### config.mk
export PLATFORM = sky130hd
export DESIGN_NAME = mau_loader
export DESIGN_NICKNAME = d
export VERILOG_FILES = /design/src/rtl/mau_pkg.sv /design/src/rtl/mau_shreg.sv /design/src/rtl/mau_loader.sv
export SDC_FILE = /design/constraint.sdc
export NUM_CORES = 1
export LEC_CHECK = 0
export ABC_AREA = 1
export CORE_ASPECT_RATIO = 0.7
export CORE_MARGIN = 2
export CORE_UTILIZATION = 39
export CTS_BUF_LIST = sky130_fd_sc_hd__clkbuf_4
export DETAILED_ROUTE_END_ITERATION = 10
export PLACE_DENSITY = 0.81
export SLEW_MARGIN = 5
export SYNTH_ARGS = -nofsm -noshare
export SYNTH_HDL_FRONTEND = slang
export SYNTH_SLANG_ARGS = --single-unit
### constraint.sdc
create_clock -name clk -period 1.6 [get_ports clk]
set_clock_uncertainty 0.1 [all_clocks]
set_input_delay 0.24 -clock clk [delete_from_list [all_inputs] [get_ports clk]]
set_output_delay 0.24 -clock clk [all_outputs]
set_load 0.01 [all_outputs]
### src/rtl/mau_pkg.sv
// mau_pkg: shared definitions for the MAU loader.
// Holds the FSM state encoding, target select, host opcodes and
// response codes, plus small opcode-decoding helpers.
package mau_pkg;

  typedef enum logic [2:0] {
    IDLE,
    ADDR,
    WDATA,
    WRITE,
    RWAIT,
    RESP
  } state_t;

  typedef enum logic [1:0] {
    TGT_NONE = 2'd0,
    TGT_IM   = 2'd1,
    TGT_DM   = 2'd2,
    TGT_RF   = 2'd3
  } target_t;

  localparam logic [7:0] OP_WR_IM  = 8'h01;
  localparam logic [7:0] OP_WR_DM  = 8'h02;
  localparam logic [7:0] OP_WR_RF  = 8'h03;
  localparam logic [7:0] OP_RD_IM  = 8'h11;
  localparam logic [7:0] OP_RD_DM  = 8'h12;
  localparam logic [7:0] OP_RD_RF  = 8'h13;
  localparam logic [7:0] OP_RUN    = 8'h20;
  localparam logic [7:0] OP_STOP   = 8'h21;
  localparam logic [7:0] OP_STATUS = 8'h30;

  localparam logic [7:0] RSP_OK      = 8'hAA;
  localparam logic [7:0] RSP_UNKNOWN = 8'h55;
  localparam logic [7:0] RSP_BUSY    = 8'hEE;

  function automatic logic is_write_op(input logic [7:0] op);
    return (op == OP_WR_IM) || (op == OP_WR_DM) || (op == OP_WR_RF);
  endfunction

  function automatic logic is_mem_op(input logic [7:0] op);
    return is_write_op(op) || (op == OP_RD_IM) || (op == OP_RD_DM) ||
           (op == OP_RD_RF);
  endfunction

  // Low two opcode bits name the target for every memory opcode.
  function automatic target_t op_target(input logic [7:0] op);
    return target_t'(op[1:0]);
  endfunction

endpackage

### src/rtl/mau_shreg.sv
// mau_shreg: 32-bit byte assembly / disassembly register.
//   clk, rst_n   clock, async active-low reset (clears q)
//   shift_in     shift din into the low byte (MSB-first assembly)
//   shift_out    shift left by one byte, zero fill (MSB-first emission)
//   load         parallel load of load_data (highest priority)
//   din          incoming byte
//   load_data    parallel word
//   q            register contents; q[31:24] is the next byte out
module mau_shreg (
  input  logic        clk,
  input  logic        rst_n,
  input  logic        shift_in,
  input  logic        shift_out,
  input  logic        load,
  input  logic [7:0]  din,
  input  logic [31:0] load_data,
  output logic [31:0] q
);

  always_ff @(posedge clk or negedge rst_n) begin
    if (!rst_n) begin
      q <= '0;
    end else if (load) begin
      q <= load_data;
    end else if (shift_in) begin
      q <= {q[23:0], din};
    end else if (shift_out) begin
      q <= {q[23:0], 8'h00};
    end
  end

endmodule

### src/rtl/mau_loader.sv
// mau_loader: byte-stream host loader for the IM/DM/RF memory access units.
//   clk, rst_n            clock, async active-low reset
//   cmd_data/valid/ready  host command byte stream
//   rsp_data/valid/ready  response byte stream
//   mau_address_*         target address (same value on all three)
//   mau_write_data_*      write word (same value on all three)
//   mau_wren_*            one-cycle write strobe per target
//   mau_read_data_*       read words, valid READ_LAT cycles after address
//   alive                 CPU run enable; loader owns MAU ports when 0
//   halt                  CPU halt status, reported by STATUS
module mau_loader
  import mau_pkg::*;
#(
  parameter int unsigned READ_LAT = 2
) (
  input  logic        clk,
  input  logic        rst_n,
  input  logic [7:0]  cmd_data,
  input  logic        cmd_valid,
  output logic        cmd_ready,
  output logic [7:0]  rsp_data,
  output logic        rsp_valid,
  input  logic        rsp_ready,
  output logic [31:0] mau_address_im,
  output logic [31:0] mau_address_dm,
  output logic [31:0] mau_address_rf,
  output logic [31:0] mau_write_data_im,
  output logic [31:0] mau_write_data_dm,
  output logic [31:0] mau_write_data_rf,
  output logic        mau_wren_im,
  output logic        mau_wren_dm,
  output logic        mau_wren_rf,
  input  logic [31:0] mau_read_data_im,
  input  logic [31:0] mau_read_data_dm,
  input  logic [31:0] mau_read_data_rf,
  output logic        alive,
  input  logic        halt
);

  state_t      state, state_n;
  logic [1:0]  cnt, cnt_n;
  logic [2:0]  wait_cnt, wait_n;
  logic        alive_q, alive_n;
  logic        run_q;
  logic [7:0]  op_q, op_n;
  logic [31:0] addr_q, addr_n;
  logic [31:0] wdata_q, wdata_n;
  logic        sh_in, sh_out, sh_load;
  logic [31:0] sh_load_data, sh_q;
  logic        cmd_fire, rsp_fire;
  logic [31:0] rd_sel;
  target_t     tgt;

  mau_shreg u_shreg (
    .clk       (clk),
    .rst_n     (rst_n),
    .shift_in  (sh_in),
    .shift_out (sh_out),
    .load      (sh_load),
    .din       (cmd_data),
    .load_data (sh_load_data),
    .q         (sh_q)
  );

  // run_q keeps the handshakes quiet while reset is asserted even though
  // the state register already reads IDLE.
  always_ff @(posedge clk or negedge rst_n) begin
    if (!rst_n) begin
      state    <= IDLE;
      cnt      <= '0;
      wait_cnt <= '0;
      alive_q  <= 1'b0;
      run_q    <= 1'b0;
      op_q     <= '0;
      addr_q   <= '0;
      wdata_q  <= '0;
    end else begin
      state    <= state_n;
      cnt      <= cnt_n;
      wait_cnt <= wait_n;
      alive_q  <= alive_n;
      run_q    <= 1'b1;
      op_q     <= op_n;
      addr_q   <= addr_n;
      wdata_q  <= wdata_n;
    end
  end

  assign tgt = op_target(op_q);

  always_comb begin
    rd_sel = '0;
    case (tgt)
      TGT_IM:  rd_sel = mau_read_data_im;
      TGT_DM:  rd_sel = mau_read_data_dm;
      TGT_RF:  rd_sel = mau_read_data_rf;
      default: rd_sel = '0;
    endcase
  end

  always_comb begin
    state_n      = state;
    cnt_n        = cnt;
    wait_n       = wait_cnt;
    alive_n      = alive_q;
    op_n         = op_q;
    addr_n       = addr_q;
    wdata_n      = wdata_q;
    sh_in        = 1'b0;
    sh_out       = 1'b0;
    sh_load      = 1'b0;
    sh_load_data = {RSP_OK, 24'h0};
    cmd_ready    = run_q && (state == IDLE || state == ADDR || state == WDATA);
    rsp_valid    = run_q && (state == RESP);
    cmd_fire     = cmd_valid && cmd_ready;
    rsp_fire     = rsp_valid && rsp_ready;

    case (state)
      IDLE: if (cmd_fire) begin
        op_n  = cmd_data;
        cnt_n = '0;
        if (is_mem_op(cmd_data)) begin
          state_n = ADDR;
        end else begin
          state_n = RESP;
          sh_load = 1'b1;
          case (cmd_data)
            OP_RUN:    alive_n = 1'b1;
            OP_STOP:   alive_n = 1'b0;
            OP_STATUS: sh_load_data = {6'b0, alive_q, halt, 24'h0};
            default:   sh_load_data = {RSP_UNKNOWN, 24'h0};
          endcase
        end
      end
      ADDR: if (cmd_fire) begin
        sh_in = 1'b1;
        cnt_n = cnt + 2'd1;
        if (cnt == 2'd3) begin
          // While the CPU runs the frame is drained but the ports untouched.
          if (!alive_q) addr_n = {sh_q[23:0], cmd_data};
          if (is_write_op(op_q)) begin
            state_n = WDATA;
          end else if (alive_q) begin
            state_n      = RESP;
            sh_load      = 1'b1;
            sh_load_data = {RSP_BUSY, 24'h0};
          end else begin
            state_n = RWAIT;
            wait_n  = '0;
          end
        end
      end
      WDATA: if (cmd_fire) begin
        sh_in = 1'b1;
        cnt_n = cnt + 2'd1;
        if (cnt == 2'd3) begin
          if (alive_q) begin
            state_n      = RESP;
            sh_load      = 1'b1;
            sh_load_data = {RSP_BUSY, 24'h0};
          end else begin
            wdata_n = {sh_q[23:0], cmd_data};
            state_n = WRITE;
          end
        end
      end
      WRITE: begin
        sh_load = 1'b1;
        cnt_n   = '0;
        state_n = RESP;
      end
      RWAIT: begin
        if (wait_cnt == 3'(READ_LAT - 1)) begin
          sh_load      = 1'b1;
          sh_load_data = rd_sel;
          cnt_n        = 2'd3;
          state_n      = RESP;
        end else begin
          wait_n = wait_cnt + 3'd1;
        end
      end
      RESP: if (rsp_fire) begin
        if (cnt == 2'd0) begin
          state_n = IDLE;
        end else begin
          sh_out = 1'b1;
          cnt_n  = cnt - 2'd1;
        end
      end
      default: state_n = IDLE;
    endcase
  end

  assign rsp_data          = (state == RESP) ? sh_q[31:24] : '0;
  assign alive             = alive_q;
  assign mau_address_im    = addr_q;
  assign mau_address_dm    = addr_q;
  assign mau_address_rf    = addr_q;
  assign mau_write_data_im = wdata_q;
  assign mau_write_data_dm = wdata_q;
  assign mau_write_data_rf = wdata_q;
  assign mau_wren_im       = (state == WRITE) && !alive_q && (tgt == TGT_IM);
  assign mau_wren_dm       = (state == WRITE) && !alive_q && (tgt == TGT_DM);
  assign mau_wren_rf       = (state == WRITE) && !alive_q && (tgt == TGT_RF);

endmodule

==> impl_metrics.ini <==
[clock_network]
number_of_h_tree_levels = 4
cts.root.buffer_cell = clkbuf_4
tritoncts = yes
clkTransAtPathRegs_ps = 120
clock_insertion_delay_worst_skew_ps = 560
clock_tree.buffer_depth = 2
total_clock_buffers_created_by_cts = 17
clkSinkCount = 114

[synthesis]
mappedNetlistNets = 1091
flop_and_latch_count_out_of_synthesis = 114
post_synth_main_area_contributors = dfrtp_1 40%, nand2_1 18%, buf_4 14%
synthesis.area_per_instance_um2 = 7.19
post_synthesis_cell_type_count = 28
syn-instance-count = 980
post-synth-top-area-cell = dfrtp_1
yosysSeqAreaShare = 0.405
area_share_of_the_leading_cell_type_in_the_synthesized_netlist = 0.405
yosys_warnings = 0
synth.cell_area_um2 = 7050

[worst_setup_path]
reg2reg_depth = 11
crit-reg2reg-capture = u_shreg.q[10]
timing.critical_path.arrival_ps = 2420
setup.worst_path.end_class = flop
worst_setup_path_startpoint = state[0]
start_kind = flop
critPathKind = flop to flop
cp_max_fo = 23
ff2ff_setup_slack_ps = -450
worstPathRequired_ps = 1960
worstReg2RegStart = state[0]

[place]
dp_hpwl_um = 18400
globalplace.congestion = 0.950
place_area_um2 = 10300
buffer_ports.inserted = 314

[floorplan]
ios = 315
die_h_um = 116
core-area_um2 = 17900
initial_core_util = 0.395
fp.dieArea_um2 = 19200
site_rows = 41
die_w_um = 165

[finish]
synthToLayoutAreaGrowth_pct = 99.4
layout.cell_area.non_filler_um2 = 14100
mostFrequentLayoutCell = nand2_1
ratio_of_cells_with_drive_above_1_in_the_final_layout = 0.510
layout_common_cells = 249 x nand2_1, 246 x buf_6, 147 x buf_4
finish.net_count = 1572

[drt]
dr_total_vias = 8868
totalWireLength_um = 34600
drt.antenna.violating_nets = 0
initialDrtViolationCount = 860
avgViaCountPerCell = 5.18
drt_first_pass_iters = 8
drc = 0
post_drt_wl_per_cell_um = 20.2

[global_routing]
grt_pass1_vias = 8284
gr-usage-all-layers = 0.313
globalRoute.totalOverflow = 0
grt_first_pass_wirelength_um = 44800
grt_max_degree = 67
grt_antenna_before_repair = 2

[timing]
rsz0062_at_grt = yes
final_min_period_over_clock_period = 1.28
timing_worst_slew_pin_value_ps = 612
finalHoldViolCount = 0
finalWorstPathRequiredPeriod_ps = 2050
setup_violations = 148
setup-tns-final_ps = -42230
fin_ws_ps = -455
max_slew_margin = 0.592
worst_hold_slack_ps = 126
timing.final.max_slew_violations = 0
maximum_achievable_frequency_mhz = 487

[run_status]
run_status = finished, violations left
violations = negative setup slack

[hold_path]
hp-class = input pin to asynchronous set/reset pin

[power]
static_leak_nw = 7.21
power_per_cell_area_nw_per_um2 = 1050
worst_ir_drop_vdd_mv = 0.675

[job]
drv.max_cap_violation_count = 0
[worst max-delay path, cell delays in order (launching register included)]
cell,delay [ps]
dfrtp_2,530
buf_4,180
nand2_4,60
nand4_1,130
buf_4,180
a21oi_4,170
nand2_8,120
buf_16,190
nand3_2,80
nand2_1,60
nand2_1,90
inv_1,60
[synthesized netlist by cell type]
cell / n
nand3_1: 77
inv_2: 4
a31o_2: 1
dfrtp_1: 114
nand4_1: 30
nor3_4: 1
conb_1: 1
a31oi_4: 1
nor2_2: 2
o22ai_1: 3
inv_1: 85
o211ai_1: 1
nand2_4: 2
nand3_2: 3
nor2_1: 44
clkbuf_1: 22
a21oi_1: 14
a31oi_1: 1
nand2_1: 329
mux2i_1: 1
nand2_2: 1
nor3_1: 4
ha_1: 2
xnor2_1: 1
nor2_4: 2
buf_2: 20
buf_4: 129
o21ai_0: 85
[report_power, final]
part | internal, mW | switching (mW) | leakage, nW
sequential | 3.52 | 0.417 | 1.47
clock | 1.07 | 1.27 | 0.153
combinational | 3.56 | 4.91 | 5.58
[routing by layer]
metal	wire length (um)	up-vias	GRT usage
met4	1070	2	0.0939
li1	-	3963	-
met2	16800	569	0.521
met5	13	-	0
met3	3590	108	0.0902
met1	13200	4226	0.398
[cell families (layout without fill, tap and decap cells)]
group                    after synthesis  count (layout)  synth area share
buffers and inverters                260             754             0.211
AO/OA/AOI/OAI                        106             106            0.0792
XOR/XNOR                               1               1           0.00124
multiplexers                           1               1           0.00142
AND/OR/NAND/NOR                      495             495             0.298
other                                  1               2          0.000532
adder cells (fa/ha/maj)                2               2           0.00355
flip-flops                           114             114             0.405
[per-stage QoR]
step / instances / worst slack, ps / total power, mW / util
after floorplan: 980 / -22.3 / 7.36 / -
after global placement: 1455 / -498 / 10.2 / 0.578
after detailed placement: 1455 / -535 / 10.3 / 0.578
after CTS: 1665 / -402 / 13.5 / 0.704
after global routing: 1711 / -521 / 15.6 / 0.787
final: 1711 / -455 / 14.7 / 0.787
[worst max path at each step]
stage / endpoint / slack (ps) / cells after the start
floorplan: u_shreg.q[26] / -20 / 12
global placement: u_shreg.q[8] / -500 / 10
detailed placement: u_shreg.q[30] / -530 / 10
CTS: cmd_ready / -400 / 7
global route: rsp_data[3] / -520 / 5
finish: u_shreg.q[10] / -450 / 11
[what timing repair did]
action	in CTS	in global routing
buffers inserted	160	60
gates resized for setup	826	570
hold buffers	2	0
cloned	17	4
pin swaps	14	22
endpoints found under the setup margin	319	318
endpoints found under the hold margin	114	0
[state kept, by name, indices dropped and copies added (netlist names)]
signal	count
cnt	2
state	3
mau_write_data_dm	32
wait_cnt	3
u_shreg.q	32
run_q	1
alive	1
mau_address_dm	32
op_q	8
[cell type report]
class                      count  area, um2
timing repair buffer         633       6470
multi-input combinational    606       3780
clock inverter                15        168
tap                          236        295
antenna                        1       2.50
inverter                      89        347
clock buffer                  17        128
fill                        1111       3800
sequential                   114       2860
(Power assumes the default switching activity.)
